==> config.mk <==
export PLATFORM = sky130hd
export DESIGN_NAME = ns_quantizer
export DESIGN_NICKNAME = d
export VERILOG_FILES = /design/src/rtl/lib_switchblock_pkg.sv /design/src/rtl/ns_quant_core.sv /design/src/rtl/ns_quantizer.sv
export SDC_FILE = /design/constraint.sdc
export NUM_CORES = 1
export LEC_CHECK = 0
export CAP_MARGIN = 20
export CORE_UTILIZATION = 40
export DETAILED_ROUTE_END_ITERATION = 7
export PLACE_DENSITY = 0.63
export SLEW_MARGIN = 10
export SYNTH_ARGS = -nofsm -noshare
export SYNTH_HDL_FRONTEND = slang
export SYNTH_SLANG_ARGS = --single-unit
==> constraint.sdc <==
create_clock -name clk_i -period 7.12 [get_ports clk_i]
set_input_delay 1.78 -clock clk_i [delete_from_list [all_inputs] [get_ports clk_i]]
set_output_delay 1.78 -clock clk_i [all_outputs]
set_load 0.01 [all_outputs]
==> src/rtl/lib_switchblock_pkg.sv <==
// rtl/lib_switchblock_pkg.sv - shared types and constants for the DEM-DAC switch-block path
package lib_switchblock_pkg;

  localparam int NSQ_INPUT_WIDTH  = 16;
  localparam int NSQ_OUTPUT_WIDTH = 3;

  typedef enum logic [1:0] {ORD0, ORD1, ORD2} order_e;
  typedef enum logic [1:0] {RUN, SAT, RECOVER} nsq_state_e;

  function automatic int nsq_step(input int in_w, input int out_w);
    return 1 << (in_w - out_w);
  endfunction

  function automatic int nsq_offset(input int in_w);
    return 1 << (in_w - 1);
  endfunction

endpackage

==> src/rtl/ns_quant_core.sv <==
// rtl/ns_quant_core.sv - combinational mid-rise quantizer: loop value to code, reconstruction, clamped error
module ns_quant_core
  import lib_switchblock_pkg::*;
#(
  parameter int INPUT_WIDTH  = NSQ_INPUT_WIDTH,
  parameter int OUTPUT_WIDTH = NSQ_OUTPUT_WIDTH
) (
  input  logic signed [INPUT_WIDTH+2:0] i_v,
  output logic        [OUTPUT_WIDTH-1:0] o_code,
  output logic signed [INPUT_WIDTH+2:0] o_yq,
  output logic signed [INPUT_WIDTH-1:0] o_err,
  output logic                          o_sat
);

  localparam int VW    = INPUT_WIDTH + 3;
  localparam int SHIFT = INPUT_WIDTH - OUTPUT_WIDTH;
  localparam logic signed [VW-1:0] STEP_V     = VW'(nsq_step(INPUT_WIDTH, OUTPUT_WIDTH));
  localparam logic signed [VW-1:0] OFFSET_V   = VW'(nsq_offset(INPUT_WIDTH));
  localparam logic signed [VW-1:0] HALF_V     = STEP_V >>> 1;
  localparam logic signed [VW-1:0] CODE_MAX_V = VW'((1 << OUTPUT_WIDTH) - 1);
  localparam logic signed [VW-1:0] ERR_MAX_V  = HALF_V - VW'(1);
  localparam logic signed [VW-1:0] ERR_MIN_V  = -HALF_V;

  logic signed [VW-1:0] w_raw;
  logic signed [VW-1:0] w_code;
  logic signed [VW-1:0] w_err_full;

  // Arithmetic shift gives floor division for negative loop values too
  assign w_raw = (i_v + OFFSET_V) >>> SHIFT;

  always_comb begin
    w_code = w_raw;
    o_sat  = 1'b0;
    if (w_raw[VW-1]) begin
      w_code = '0;
      o_sat  = 1'b1;
    end else if (w_raw > CODE_MAX_V) begin
      w_code = CODE_MAX_V;
      o_sat  = 1'b1;
    end
  end

  assign o_code     = w_code[OUTPUT_WIDTH-1:0];
  assign o_yq       = (w_code <<< SHIFT) - OFFSET_V + HALF_V;
  assign w_err_full = i_v - o_yq;

  always_comb begin
    o_err = w_err_full[INPUT_WIDTH-1:0];
    if (o_sat) begin
      if (w_err_full > ERR_MAX_V) begin
        o_err = ERR_MAX_V[INPUT_WIDTH-1:0];
      end else if (w_err_full < ERR_MIN_V) begin
        o_err = ERR_MIN_V[INPUT_WIDTH-1:0];
      end
    end
  end

endmodule

==> src/rtl/ns_quantizer.sv <==
// rtl/ns_quantizer.sv - error-feedback noise-shaping quantizer with order select and overload recovery
module ns_quantizer
  import lib_switchblock_pkg::*;
#(
  parameter int INPUT_WIDTH  = NSQ_INPUT_WIDTH,
  parameter int OUTPUT_WIDTH = NSQ_OUTPUT_WIDTH,
  parameter int OVL_LIMIT    = 4
) (
  input  logic                          clk_i,
  input  logic                          rst_i,
  input  logic                          valid_i,
  input  logic signed [INPUT_WIDTH-1:0] x_in_i,
  input  logic        [1:0]             order_i,
  output logic                          valid_o,
  output logic        [OUTPUT_WIDTH-1:0] quantized_out_o,
  output logic signed [INPUT_WIDTH-1:0] quant_error_o,
  output logic                          sat_o,
  output logic                          overload_o
);

  localparam int VW = INPUT_WIDTH + 3;
  localparam int CW = $clog2(OVL_LIMIT + 1);
  localparam logic [CW-1:0] LIMIT_C = CW'(OVL_LIMIT);

  logic signed [INPUT_WIDTH-1:0] r_e1, r_e2;
  order_e                        r_order;
  nsq_state_e                    r_state;
  logic [CW-1:0]                 r_sat_cnt;
  logic                          r_valid, r_sat, r_ovl;
  logic [OUTPUT_WIDTH-1:0]       r_code;
  logic signed [INPUT_WIDTH-1:0] r_err;

  order_e                        w_order;
  logic                          w_flush;
  logic signed [INPUT_WIDTH-1:0] w_e1, w_e2;
  logic signed [VW-1:0]          w_x_ext, w_e1_ext, w_e2_ext, w_v, w_yq;
  logic [OUTPUT_WIDTH-1:0]       w_code;
  logic signed [INPUT_WIDTH-1:0] w_err;
  logic                          w_sat;
  logic [CW-1:0]                 w_cnt_inc;

  assign w_order = (order_i == 2'd0) ? ORD0 : (order_i == 2'd1) ? ORD1 : ORD2;
  // A new order would otherwise inherit history shaped by a different NTF
  assign w_flush = (w_order != r_order);
  assign w_e1    = w_flush ? '0 : r_e1;
  assign w_e2    = w_flush ? '0 : r_e2;

  assign w_x_ext  = VW'(x_in_i);
  assign w_e1_ext = VW'(w_e1);
  assign w_e2_ext = VW'(w_e2);

  always_comb begin
    w_v = w_x_ext;
    case (w_order)
      ORD1:    w_v = w_x_ext + w_e1_ext;
      ORD2:    w_v = w_x_ext + (w_e1_ext <<< 1) - w_e2_ext;
      default: w_v = w_x_ext;
    endcase
  end

  ns_quant_core #(
    .INPUT_WIDTH (INPUT_WIDTH),
    .OUTPUT_WIDTH(OUTPUT_WIDTH)
  ) u_core (
    .i_v   (w_v),
    .o_code(w_code),
    .o_yq  (w_yq),
    .o_err (w_err),
    .o_sat (w_sat)
  );

  assign w_cnt_inc = r_sat_cnt + CW'(1);

  always_ff @(posedge clk_i or posedge rst_i) begin
    if (rst_i) begin
      r_valid   <= 1'b0;
      r_code    <= '0;
      r_err     <= '0;
      r_sat     <= 1'b0;
      r_ovl     <= 1'b0;
      r_e1      <= '0;
      r_e2      <= '0;
      r_order   <= ORD0;
      r_state   <= RUN;
      r_sat_cnt <= '0;
    end else begin
      r_valid <= valid_i;
      if (valid_i) begin
        r_code  <= w_code;
        r_err   <= w_err;
        r_sat   <= w_sat;
        r_ovl   <= 1'b0;
        r_order <= w_order;
        r_e2    <= w_e1;
        r_e1    <= w_err;
        case (r_state)
          SAT: begin
            if (w_sat && (w_cnt_inc >= LIMIT_C)) begin
              r_state   <= RECOVER;
              r_sat_cnt <= '0;
              r_ovl     <= 1'b1;
              r_e1      <= '0;
              r_e2      <= '0;
            end else if (w_sat) begin
              r_sat_cnt <= w_cnt_inc;
            end else begin
              r_state   <= RUN;
              r_sat_cnt <= '0;
            end
          end
          default: begin
            // RECOVER behaves like RUN once its zero-history sample is processed
            if (w_sat && (LIMIT_C == CW'(1))) begin
              r_state   <= RECOVER;
              r_sat_cnt <= '0;
              r_ovl     <= 1'b1;
              r_e1      <= '0;
              r_e2      <= '0;
            end else if (w_sat) begin
              r_state   <= SAT;
              r_sat_cnt <= CW'(1);
            end else begin
              r_state   <= RUN;
              r_sat_cnt <= '0;
            end
          end
        endcase
      end
    end
  end

  assign valid_o         = r_valid;
  assign quantized_out_o = r_code;
  assign quant_error_o   = r_err;
  assign sat_o           = r_sat;
  assign overload_o      = r_ovl;

  // Unsaturated samples must report the exact loop error against the reconstruction level
  a_err_exact : assert property (@(posedge clk_i) disable iff (rst_i)
    (valid_i && !w_sat) |-> ((w_v - w_yq) == VW'(w_err)));

endmodule

* Yosys cells after proc, flatten, opt, wreduce, memory -nomap -nowiden
Index checks and enable logic that the tools add are counted.
** Storage, ports and cells
- Output and inout port bits :: 22
- Bits in registers :: 61
- Logic and storage cells :: 57
** Cells by class
- Equal/unequal tests :: 6
- Reductions and logical operators :: 3
- Add/sub/neg operators :: 8
- Order comparisons :: 4
- Multiplexer cells :: 26
** Operator list (count)
- 16-bit 2-to-1 mux :: 9
- 19-bit one-hot mux with 2 select lines :: 1
- 19-bit by 14-bit adder with 19-bit output (second input constant) :: 1
- 19-bit by 17-bit adder with 19-bit output (second input constant) :: 1
- 19-bit by 13-bit greater-than comparator with 1-bit output (second input constant) :: 1
- 19-bit by 13-bit less-than comparator with 1-bit output (second input constant) :: 1
- 18-bit by 16-bit subtractor with 19-bit output :: 1
- 19-bit by 17-bit subtractor with 19-bit output (second input constant) :: 1
- 19-bit subtractor :: 1
- 16-bit by 17-bit adder with 18-bit output :: 1
- 16-bit by 16-bit adder with 17-bit output :: 1
- 2-bit 2-to-1 mux :: 5
- 5-bit 2-to-1 mux :: 2
- 3-bit 2-to-1 mux :: 3
- 2-bit by 1-bit == test with 1-bit output (second input constant) :: 3
- 6-bit by 4-bit greater-than comparator with 1-bit output (second input constant) :: 1
- 1-bit 2-to-1 mux :: 6
- 3-bit by 1-bit adder with 3-bit output (second input constant) :: 1
- 3-bit >= comparator (second input constant) :: 1
- 3-bit != test (second input constant) :: 1
- 2-bit == test (second input constant) :: 1
- 2-bit logical NOT :: 1
- 2-bit != test :: 1
- 2-bit AND reduction :: 1
- 1-bit logical AND :: 1

* Depth between registers and ports, before layout
Gate-level depths: netlist of run 1.
- Word-level depth :: 21
- Mapped depth :: 38
- Depth with buffers taken out :: 32

* Cells and area by module
From an unflattened synthesis of run 1, not the netlist that was laid out.
** Unflattened totals
- Cells, all modules :: 725
- Area total of the unflattened synthesis :: 5895.7 um2
** By module, submodules not included
- ns_quantizer :: instances 1, area each 4918.5 um2, cells an instance 597
- ns_quant_core :: instances 1, area each 977.2 um2, cells an instance 128

* Least setup slack after synthesis of run 1
No wires, ideal clock.
- Path type :: in2reg
- From :: input port order_i[1]
- To :: register r_e1[7]
- Setup slack :: -2.194 ns
- Stages :: 34
- Path buffers :: 7
- Data arrival time :: 9.220 ns
- Cells stage by stage :: clkbuf_1 > clkbuf_1 > clkbuf_1 > buf_1 > nand2_1 > o21ai_1 > clkbuf_1 > nand2_1 > fa_1 > inv_1 > ha_1 > a2111o_1 > o2111a_1 > a211oi_2 > xnor2_1 > a21oi_1 > inv_1 > ha_1 > o21ai_0 > or4_4 > a211oi_2 > buf_4 > nand2_1 > ha_1 > ha_1 > and3_1 > nand3_1 > o221ai_1 > xnor2_1 > or3_1 > buf_2 > a21boi_0 > a21oi_1 > a211oi_1
** On the way
- Word-level cells in the longest chain between the ends :: 21
- Elaborated cells on any way between the ends :: 30
** RTL lines
- start, declared :: line ns_quantizer.sv:13 : input logic [1:0] order_i,
- 2-bit by 1-bit == test with 1-bit output :: line ns_quantizer.sv:42 : assign w_order = (order_i == 2'd0) ? ORD0 : (order_i == 2'd1) ? ORD1 : ORD2;
- 2-bit 2-to-1 mux :: line ns_quantizer.sv:42
- 2-bit 2-to-1 mux * :: line ns_quantizer.sv:42
- 2-bit != test :: line ns_quantizer.sv:44 : assign w_flush = (w_order != r_order);
- 16-bit 2-to-1 mux :: line ns_quantizer.sv:45 : assign w_e1 = w_flush ? '0 : r_e1;
- 16-bit by 17-bit adder with 18-bit output :: line ns_quantizer.sv:56 : ORD2: w_v = w_x_ext + (w_e1_ext <<< 1) - w_e2_ext;
- 18-bit by 16-bit subtractor with 19-bit output :: line ns_quantizer.sv:56
- 19-bit one-hot mux with 2 select lines * :: line ns_quantizer.sv:54 : case (w_order)
- [5 not listed]
- 19-bit by 14-bit adder with 19-bit output :: line ns_quant_core.sv:44 : assign o_yq = (w_code <<< SHIFT) - OFFSET_V + HALF_V;
- 19-bit subtractor :: line ns_quant_core.sv:45 : assign w_err_full = i_v - o_yq;
- 19-bit by 13-bit less-than comparator with 1-bit output :: line ns_quant_core.sv:52 : end else if (w_err_full < ERR_MIN_V) begin
- 16-bit 2-to-1 mux :: line ns_quant_core.sv:52
- 16-bit 2-to-1 mux :: line ns_quant_core.sv:50 : if (w_err_full > ERR_MAX_V) begin
- 16-bit 2-to-1 mux :: line ns_quant_core.sv:49 : if (o_sat) begin
- 16-bit 2-to-1 mux :: line ns_quantizer.sv:98 : if (w_sat && (w_cnt_inc >= LIMIT_C)) begin
- 16-bit 2-to-1 mux * :: line ns_quantizer.sv:96 : case (r_state)
- end signal, assigned :: line ns_quantizer.sv:95 : r_e1 <= w_err;
- end, declared :: line ns_quantizer.sv:25 : logic signed [INPUT_WIDTH-1:0] r_e1, r_e2;
Mark *: on every way between the ends. The rest lies on a longest branch, timed or not.
A chain may end at the register's enable or synchronous reset.

* Worst setup path after layout of run 1
- From :: input port order_i[0]
- To :: register r_e1[5]
The elaborated chain is that of the path after synthesis.

==> flow_metrics.py, run 1 <==
metrics = {
    "sta": {
        "tns_ns": -24.02,
        "finalSetupViolCount": 32,
        "max_clock_freq_mhz": 125.3,
        "fin_crit_sh_pct": 112.1,
        "skew_ns": 0.01143,
        "setup_slack_ns": -0.8585,
        "slew_violations": 0,
        "fin_crit_ns": 7.978,
        "slew_headroom_pct": 42.92,
        "rsz0062_at_grt": "true",
        "worst_pin_slew_ns": 0.8535,
        "holdWs_ns": 0.4794,
        "hold_viol": 0,
    },
    "clock_tree": {
        "cts_buffers": 9,
        "htree_levels": 3,
        "clockBufferDepth": 2,
        "cts_root_buf": "clkbuf_16",
        "cts-hold-fix-buffers": 0,
        "cts.sink_count": 61,
        "cts_tree": "done",
        "clk_pin_slew_ns": 0.06,
        "clk_latency_ns": 0.35,
    },
    "global_routing": {
        "grt_pass1_vias": 6813,
        "antenna_found_initial": 0,
        "grt_max_degree": 62,
        "grt.overflow.total": 0,
        "grt_pass1_wl_um": 34510,
        "grt_usage_pct": 26.43,
    },
    "worst_setup_path": {
        "crit_start": "order_i[0]",
        "critPathLaunchType": "primary input",
        "end_kind": "flip-flop",
        "worstPathArrival_ns": 8.24,
        "r2r_slack_ns": 0.17,
        "cpMostUsedCell": "ha_4",
        "critPathKind": "in2reg",
        "crit_slowest_cell": "or4_4",
        "crit_fanout": 7,
        "crit_required_ns": 7.38,
        "crit-reg2reg-launch": "r_order[0]",
        "slowest_delay_ns": 0.53,
    },
    "hold_path": {
        "hp-start": "quantized_out_o[0]",
        "hp-class": "reg2reg",
    },
    "synthesis": {
        "synth_area_um2": 6608,
        "yosysWarnings": 0,
        "synth_top_family_by_area": "compound AO/OA/AOI/OAI gates",
        "synth_nets": 916,
        "synthCells": 816,
        "synthMuxAreaShare_pct": 1.572,
        "synth_ff_type": "dfrtp_1",
        "synth-compound-area-share_pct": 27.31,
        "ys_seq_area_share_pct": 23.10,
        "synth_fa_ha_area_share_pct": 17.00,
        "ys_ff_latch": 61,
        "synth-xor-area-share_pct": 5.037,
        "synthSimpleGateAreaFrac_pct": 18.71,
        "synth-async-reset-ratio_pct": 100.0,
        "post_synth.cell_area_avg_um2": 8.098,
        "synth-edff-count": 0,
        "yosysUniqueCellTypes": 76,
    },
    "layout": {
        "areaGrowthSynthToFinish_pct": 51.71,
        "seq_area_um2": 1526,
        "finalInstanceArea_um2": 10020,
        "antenna_cells": 0,
        "multi_input_area_um2": 5186,
        "final_cells": 1298,
        "n_fill_cell": 1394,
        "drive_gt1_share_pct": 36.32,
        "final_nets": 1177,
        "final_cell_mix": "buf_4 (226), inv_1 (72), nor2_1 (70)",
        "layout_commonest_cell": "buf_4",
    },
    "route": {
        "routed_wirelength_um": 22350,
        "num_vias": 7036,
        "viasPerCell": 5.421,
        "postRouteAntennaNets": 0,
        "wl_per_cell_um": 17.22,
        "drt_iter0_markers": 368,
        "dr.pass1.iters": 5,
        "drc": 0,
    },
    "floorplanning": {
        "die_h_um": 130.5,
        "io-pin-count": 43,
        "dieArea_um2": 17040,
        "placeableCoreArea_um2": 16000,
        "dieWidth_um": 130.5,
        "start_util_pct": 41.30,
        "rows": 46,
    },
    "placement": {
        "post_dp_cell_area_um2": 8865,
        "dp_hpwl_um": 15440,
        "dpl.cell_count": 1247,
        "numPortBuffers": 42,
        "gp_congestion": 0.9325,
    },
    "outcome": {
        "violations": "setup timing",
        "status": "finished with violations",
    },
    "job": {
        "maxCapViolations": 0,
    },
}
-- area by class of cell --
cell class                      count  share of cell area [%]
Multi-Input combinational cell    638                   51.73
Timing Repair Buffer              287                   23.98
Sequential cell                    61                   15.23
Inverter                           80                   3.020
Tap cell                          216                   2.696
Clock buffer                       11                   2.521
Clock inverter                      5                  0.8238
-- synth_stat cells, types with 4 or more instances --
cell / instances / area [um^2]
buf_1: 4 / 15.01
fa_1: 18 / 360.4
a211oi_2: 6 / 75.07
dfrtp_1: 61 / 1526
mux2i_1: 7 / 70.07
o31ai_1: 4 / 30.03
xnor2_1: 22 / 192.7
or3_1: 4 / 25.02
o211ai_1: 5 / 37.54
xor2_1: 16 / 140.1
nor2_1: 74 / 277.8
nor3_1: 12 / 60.06
nand3_1: 15 / 75.07
a21o_1: 29 / 217.7
buf_4: 4 / 30.03
ha_1: 61 / 763.2
nand4_1: 5 / 31.28
nand2_1: 68 / 255.2
a21oi_1: 74 / 370.4
nor4_1: 4 / 25.02
o21ai_0: 29 / 145.1
o21bai_1: 4 / 30.03
nand3b_1: 4 / 30.03
nor2b_1: 17 / 106.4
o2bb2ai_1: 18 / 157.7
o21a_1: 5 / 37.54
a21boi_0: 5 / 37.54
a311o_1: 4 / 40.04
a31o_1: 8 / 70.07
nand2b_1: 9 / 56.30
and2_1: 21 / 131.4
clkbuf_1: 24 / 90.09
a211o_1: 4 / 35.03
o41ai_1: 4 / 35.03
inv_1: 79 / 296.5
a31oi_1: 5 / 31.28
a211oi_1: 21 / 157.7
-- final timing paths --
kind,end,depth (start not counted)
min in group asynchronous,r_e2[4],3
worst min-delay path,quantized_out_o[0],2
worst max-delay path,r_e1[5],32
worst max register to register,r_e1[5],31
worst min register to register,quantized_out_o[0],2
max in group asynchronous,r_sat_cnt[0],3
-- flip-flops by register name (all words and copies together) (netlist names) --
| register | count |
|---|---|
| r_order | 2 |
| r_state | 2 |
| quantized_out_o | 3 |
| valid_o | 1 |
| overload_o | 1 |
| sat_o | 1 |
| quant_error_o | 16 |
| r_e2 | 16 |
| r_sat_cnt | 3 |
| r_e1 | 16 |
-- cell families (layout without fill, tap and decap cells) --
group,count (synthesis),after routing
AOI/OAI and AO/OA,257,257
xor gates and xnor gates,38,38
adders and majority gates,79,79
buffers and inverters,117,383
DFF,61,61
muxes,10,10
other,1,1
and+or+nand+nor,253,253
-- critical path: cells and delay by family --
family | cells | cell delay [ns]
xor gates and xnor gates | 2 | 0.24
adders and majority gates | 6 | 1.66
AOI/OAI and AO/OA | 10 | 1.75
buffers and inverters | 5 | 0.67
and+or+nand+nor | 9 | 2.13
-- per-layer routing --
layer | up-vias | global-route usage [%] | wire length, um
li1 | 3432 | - | -
met1 | 3366 | 36.24 | 10560
met2 | 207 | 43.20 | 10340
met3 | 31 | 3.624 | 1027
met4 | 0 | 7.911 | 422
met5 | - | 0 | 0
-- stage by stage --
step                      utilization (%)  setup slack (ns)
final                               62.65           -0.8585
after CTS                           59.49           -0.7937
after global placement              55.40            -1.399
after detailed placement            55.40            -1.569
after floorplan                         -            -1.285
after global routing                62.65            -1.028
-- repair_timing --
item,in CTS,in global routing
endpoints found under the setup margin,32,32
setup buffers,14,20
gates cloned,3,1
resized for setup,41,86
pin swaps,26,37
Power of run 1 is not shown: default switching activity piles up to over one toggle a cycle in this logic, so the estimate is an artifact.
==> run 2: changes to the inputs <==
==> constraint.sdc (replaced) <==
create_clock -name clk_i -period 7.12 [get_ports clk_i]
set_input_delay 1.424 -clock clk_i [delete_from_list [all_inputs] [get_ports clk_i]]
set_output_delay 1.424 -clock clk_i [all_outputs]
set_load 0.01 [all_outputs]
==> flow_metrics.py, run 2 (synthesized netlist as in run 1, its figures left out) <==
metrics = {
    "route": {
        "wl_per_cell_um": 17.24,
        "viasPerCell": 5.406,
        "drc": 0,
        "num_vias": 6995,
        "routed_wirelength_um": 22310,
        "dr.pass1.iters": 4,
        "postRouteAntennaNets": 0,
        "drt_iter0_markers": 443,
    },
    "outcome": {
        "violations": "setup timing",
        "status": "finished with violations",
    },
    "layout": {
        "areaGrowthSynthToFinish_pct": 51.77,
        "antenna_cells": 0,
        "final_cell_mix": "buf_4 (225), inv_1 (71), nor2_1 (70)",
        "layout_commonest_cell": "buf_4",
        "final_nets": 1174,
        "drive_gt1_share_pct": 35.81,
    },
    "job": {
        "maxCapViolations": 0,
    },
    "placement": {
        "gp_congestion": 0.9209,
        "dp_hpwl_um": 15340,
        "numPortBuffers": 42,
        "post-place-ws_ns": -1.218,
    },
    "hold_path": {
        "whs_path_depth": 1,
        "hp-class": "reg2reg",
    },
    "sta": {
        "worst_pin_slew_ns": 0.8844,
        "finalSetupViolCount": 31,
        "slew_violations": 0,
        "fin_crit_sh_pct": 107.6,
        "max_clock_freq_mhz": 130.5,
        "fin_crit_ns": 7.661,
        "setup_slack_ns": -0.5405,
        "hold_viol": 0,
        "rsz0062_at_grt": "true",
        "slew_headroom_pct": 41.04,
        "tns_ns": -13.70,
        "skew_ns": 0.01129,
    },
    "worst_setup_path": {
        "critPathKind": "in2reg",
        "crit_fanout": 6,
        "crit_required_ns": 7.35,
        "critPathLaunchType": "primary input",
        "end_kind": "flip-flop",
        "worstPathArrival_ns": 7.89,
        "slowest_delay_ns": 0.54,
        "cpMostUsedCell": "ha_4",
        "reg2reg_depth": 32,
        "crit_slowest_cell": "fa_1",
    },
    "clock_tree": {
        "clk_latency_ns": 0.35,
        "cts.sink_count": 61,
        "clockBufferDepth": 2,
        "cts-hold-fix-buffers": 0,
        "cts_buffers": 9,
        "htree_levels": 3,
        "cts_root_buf": "clkbuf_16",
        "cts_tree": "done",
        "clk_pin_slew_ns": 0.05,
    },
    "global_routing": {
        "grt_usage_pct": 27.64,
        "grt_pass1_vias": 6992,
        "grt_pass1_wl_um": 36080,
        "antenna_found_initial": 0,
        "grt.overflow.total": 0,
        "grt_max_degree": 62,
    },
    "floorplanning": {
        "die_h_um": 130.5,
        "rows": 46,
        "dieWidth_um": 130.5,
        "placeableCoreArea_um2": 16000,
        "dieArea_um2": 17040,
        "start_util_pct": 41.30,
        "io-pin-count": 43,
    },
}
run 2: worst paths after layout:
kind | startpoint | endpoint | slack, ns
worst min register to register | r_state[0] | r_state[0] | 0.48
worst max-delay path | order_i[0] | r_e1[15] | -0.54
min in group asynchronous | rst_i | r_e2[4] | 1.62
worst max register to register | r_order[0] | r_e1[15] | 0.12
max in group asynchronous | rst_i | r_e1[8] | 4.88
worst min-delay path | r_state[0] | r_state[0] | 0.48
run 2: per-layer routing:
layer	vias to the layer above	routed length, um	track usage (%)	part of all wire (%)
met5	-	0	0	0
met4	0	323	7.370	1.4
met3	25	1029	5.252	4.6
met2	154	10510	45.66	47
met1	3390	10450	36.95	47
li1	3426	-	-	-
run 2: area by class of cell:
| type | instances | area [um^2] |
|---|---|---|
| flip-flops and latches | 61 | 1526 |
| clock inverters | 4 | 25.02 |
| well taps | 216 | 270.3 |
| inverters | 80 | 300.3 |
| repair buffers | 284 | 2426 |
| clock buffers | 11 | 242.7 |
| fillers | 1379 | 5972 |
| multi-input cells | 638 | 5238 |
run 2: worst max-delay path: cells and delay by family:
family	cells	cell delay, ns
compound gates	11	2.38
xor+xnor	3	0.44
fa+ha+maj	5	1.45
buf+inv	7	0.79
simple gates	7	1.38
run 2: metrics by stage:
stage | instance area, um^2 | util (%) | cells | hold slack, ns
after floorplan | 6848 | - | 816 | 0.4466
after CTS | 9838 | 61.49 | 1285 | 0.4830
after global routing | 10030 | 62.68 | 1294 | 0.4987
final | 10030 | 62.68 | 1294 | 0.4818
after global placement | 8785 | 54.90 | 1238 | 0.4647
after detailed placement | 8792 | 54.95 | 1239 | 0.4656
run 2: timing repair:
action / CTS / global route
resized for setup: 96 / 29
setup buffers: 26 / 8
gates cloned: 5 / 0
setup endpoints to repair: 32 / 32
pin swaps: 45 / 33
Power of run 2 is left out for the same reason.
==> run 3: changes to the inputs <==
--- a/config.mk
+++ b/config.mk
@@ -5,10 +5,12 @@
 export SDC_FILE = /design/constraint.sdc
 export NUM_CORES = 1
 export LEC_CHECK = 0
+export ABC_CLOCK_PERIOD_IN_PS = 7120
 export CAP_MARGIN = 20
 export CORE_UTILIZATION = 40
 export DETAILED_ROUTE_END_ITERATION = 7
-export PLACE_DENSITY = 0.63
+export DONT_BUFFER_PORTS = 1
+export PLACE_DENSITY = 0.59
 export SLEW_MARGIN = 10
 export SYNTH_ARGS = -nofsm -noshare
 export SYNTH_HDL_FRONTEND = slang
==> flow_metrics.py, run 3 (synthesized netlist as in run 1, its figures left out) <==
metrics = {
    "route": {
        "drt_iter0_markers": 479,
        "wl_met1_um": 10390,
        "drc": 0,
        "dr_wl_met3_um": 1246,
        "dr.pass1.iters": 7,
        "wl_per_cell_um": 18.75,
        "viasPerCell": 5.627,
        "num_vias": 6820,
        "routed_wirelength_um": 22720,
        "postRouteAntennaNets": 0,
        "routed.top_layer": "met4",
        "wl_met2_um": 10740,
    },
    "clock_tree": {
        "cts_tree": "done",
        "cts_root_buf": "clkbuf_16",
        "cts_buffers": 9,
        "clk_pin_slew_ns": 0.05,
        "clk_latency_ns": 0.34,
        "htree_levels": 3,
        "cts-hold-fix-buffers": 0,
        "cts.sink_count": 61,
        "clockBufferDepth": 2,
    },
    "floorplanning": {
        "placeableCoreArea_um2": 16000,
        "rows": 46,
        "start_util_pct": 41.30,
        "dieArea_um2": 17040,
        "io-pin-count": 43,
        "dieWidth_um": 130.5,
        "die_h_um": 130.5,
    },
    "layout": {
        "layout_commonest_cell": "buf_4",
        "areaGrowthSynthToFinish_pct": 41.30,
        "utilization_pct": 58.35,
        "antenna_cells": 0,
        "final_nets": 1091,
        "drive_gt1_share_pct": 34.64,
        "final_cell_mix": "buf_4 (184), inv_1 (70), nor2_1 (70)",
        "n_fill_cell": 1466,
    },
    "worst_setup_path": {
        "crit_required_ns": 7.37,
        "crit_slowest_cell": "or4_4",
        "end_kind": "flip-flop",
        "critPathKind": "in2reg",
        "cpMostUsedCell": "ha_4",
        "slowest_delay_ns": 0.53,
        "worstPathArrival_ns": 7.71,
        "crit_buf_inv": 5,
        "r2r_end": "r_e1[3]",
        "critPathLaunchType": "primary input",
        "reg2reg_depth": 30,
        "crit_fanout": 26,
        "crit-reg2reg-launch": "r_order[0]",
        "crit_family": "compound AO/OA/AOI/OAI gates",
        "r2r_slack_ns": 0.30,
    },
    "hold_path": {
        "hp-start": "r_state[1]",
        "min_to": "r_state[1]",
        "whs_path_depth": 1,
        "hp-class": "reg2reg",
    },
    "sta": {
        "max_clock_freq_mhz": 134.1,
        "worst_pin_slew_ns": 1.026,
        "setup_slack_ns": -0.3383,
        "rsz0062_at_grt": "true",
        "holdWs_ns": 0.4793,
        "slew_violations": 0,
        "fin_crit_sh_pct": 104.8,
        "finalSetupViolCount": 30,
        "hold_viol": 0,
        "skew_ns": 0.01126,
        "slew_headroom_pct": 31.38,
        "fin_crit_ns": 7.458,
    },
    "global_routing": {
        "antenna_found_initial": 0,
        "grt_usage_pct": 26.63,
        "grt_pass1_vias": 6727,
        "grt_pass1_wl_um": 34800,
        "grt_max_degree": 62,
        "grt.overflow.total": 0,
    },
    "placement": {
        "dp_hpwl_um": 16380,
        "gp_congestion": 0.9860,
        "numPortBuffers": 0,
    },
    "job": {
        "maxCapViolations": 0,
    },
    "outcome": {
        "status": "finished with violations",
        "violations": "setup timing",
    },
}
-- run 3: changes by cell type in the layout (fill, tap and decap cells not counted), moves of 3 or more --
| cell | before | now |
|---|---|---|
| a31o_1 | 8 | 3 |
| o21ai_1 | 1 | 4 |
| a21boi_1 | 4 | 1 |
| a31o_4 | 0 | 5 |
| a21oi_1 | 48 | 53 |
| clkdlybuf4s50_1 | 39 | 0 |
| buf_4 | 225 | 184 |
| clkbuf_16 | 9 | 12 |
| a21oi_2 | 23 | 20 |
-- run 3: repair_timing --
action / 4_1_cts / 5_1_grt
gates resized for setup: 40 / 80
cloned: 2 / 3
pin swaps: 8 / 42
buffers inserted: 12 / 10
setup endpoints to repair: 32 / 32
-- run 3: worst register-to-register path: cells and delay by family, from the launching register on --
family	cells	cell delay (ns)
buffers and inverters	5	0.66
DFF	1	0.44
adders and majority gates	5	1.26
AOI/OAI and AO/OA	10	2.17
and+or+nand+nor	7	1.78
xor gates and xnor gates	3	0.44
-- run 3: layout make-up --
cell class                      instances  area [um^2]  share of cell area [%]
Multi-Input combinational cell        638         5258                   56.31
Timing Repair Buffer                  201         1680                   18.00
Sequential cell                        61         1526                   16.35
Inverter                               80        300.3                   3.216
Tap cell                              216        270.3                   2.895
Clock buffer                           11        242.7                   2.600
Clock inverter                          5        58.81                  0.6299
-- run 3: layer usage --
metal	global-route usage, %	up-vias
met4	6.491	0
met3	4.275	22
met1	36.42	3350
met2	43.88	193
met5	0	-
li1	-	3255
-- run 3: worst max path at each step --
stage,start,to,slack [ns],cells after the start
global placement,order_i[0],r_e1[7],-0.77,32
finish,order_i[0],r_e1[3],-0.34,30
global route,order_i[0],r_e1[7],-0.58,27
CTS,order_i[0],r_e1[12],-0.33,31
floorplan,order_i[1],r_e1[12],-0.93,33
detailed placement,order_i[0],r_e1[7],-0.89,32
-- run 3: through the flow --
stage | worst slack [ns] | TNS [ns] | area, um^2 | std cells
after global routing | -0.5782 | -14.59 | 9336 | 1212
final | -0.3383 | -7.184 | 9336 | 1212
after detailed placement | -0.8892 | -24.56 | 8157 | 1167
after floorplan | -0.9291 | -27.26 | 6848 | 816
after global placement | -0.7706 | -22.01 | 8157 | 1167
after CTS | -0.3316 | -7.619 | 8785 | 1197
Power of run 3 is left out for the same reason.
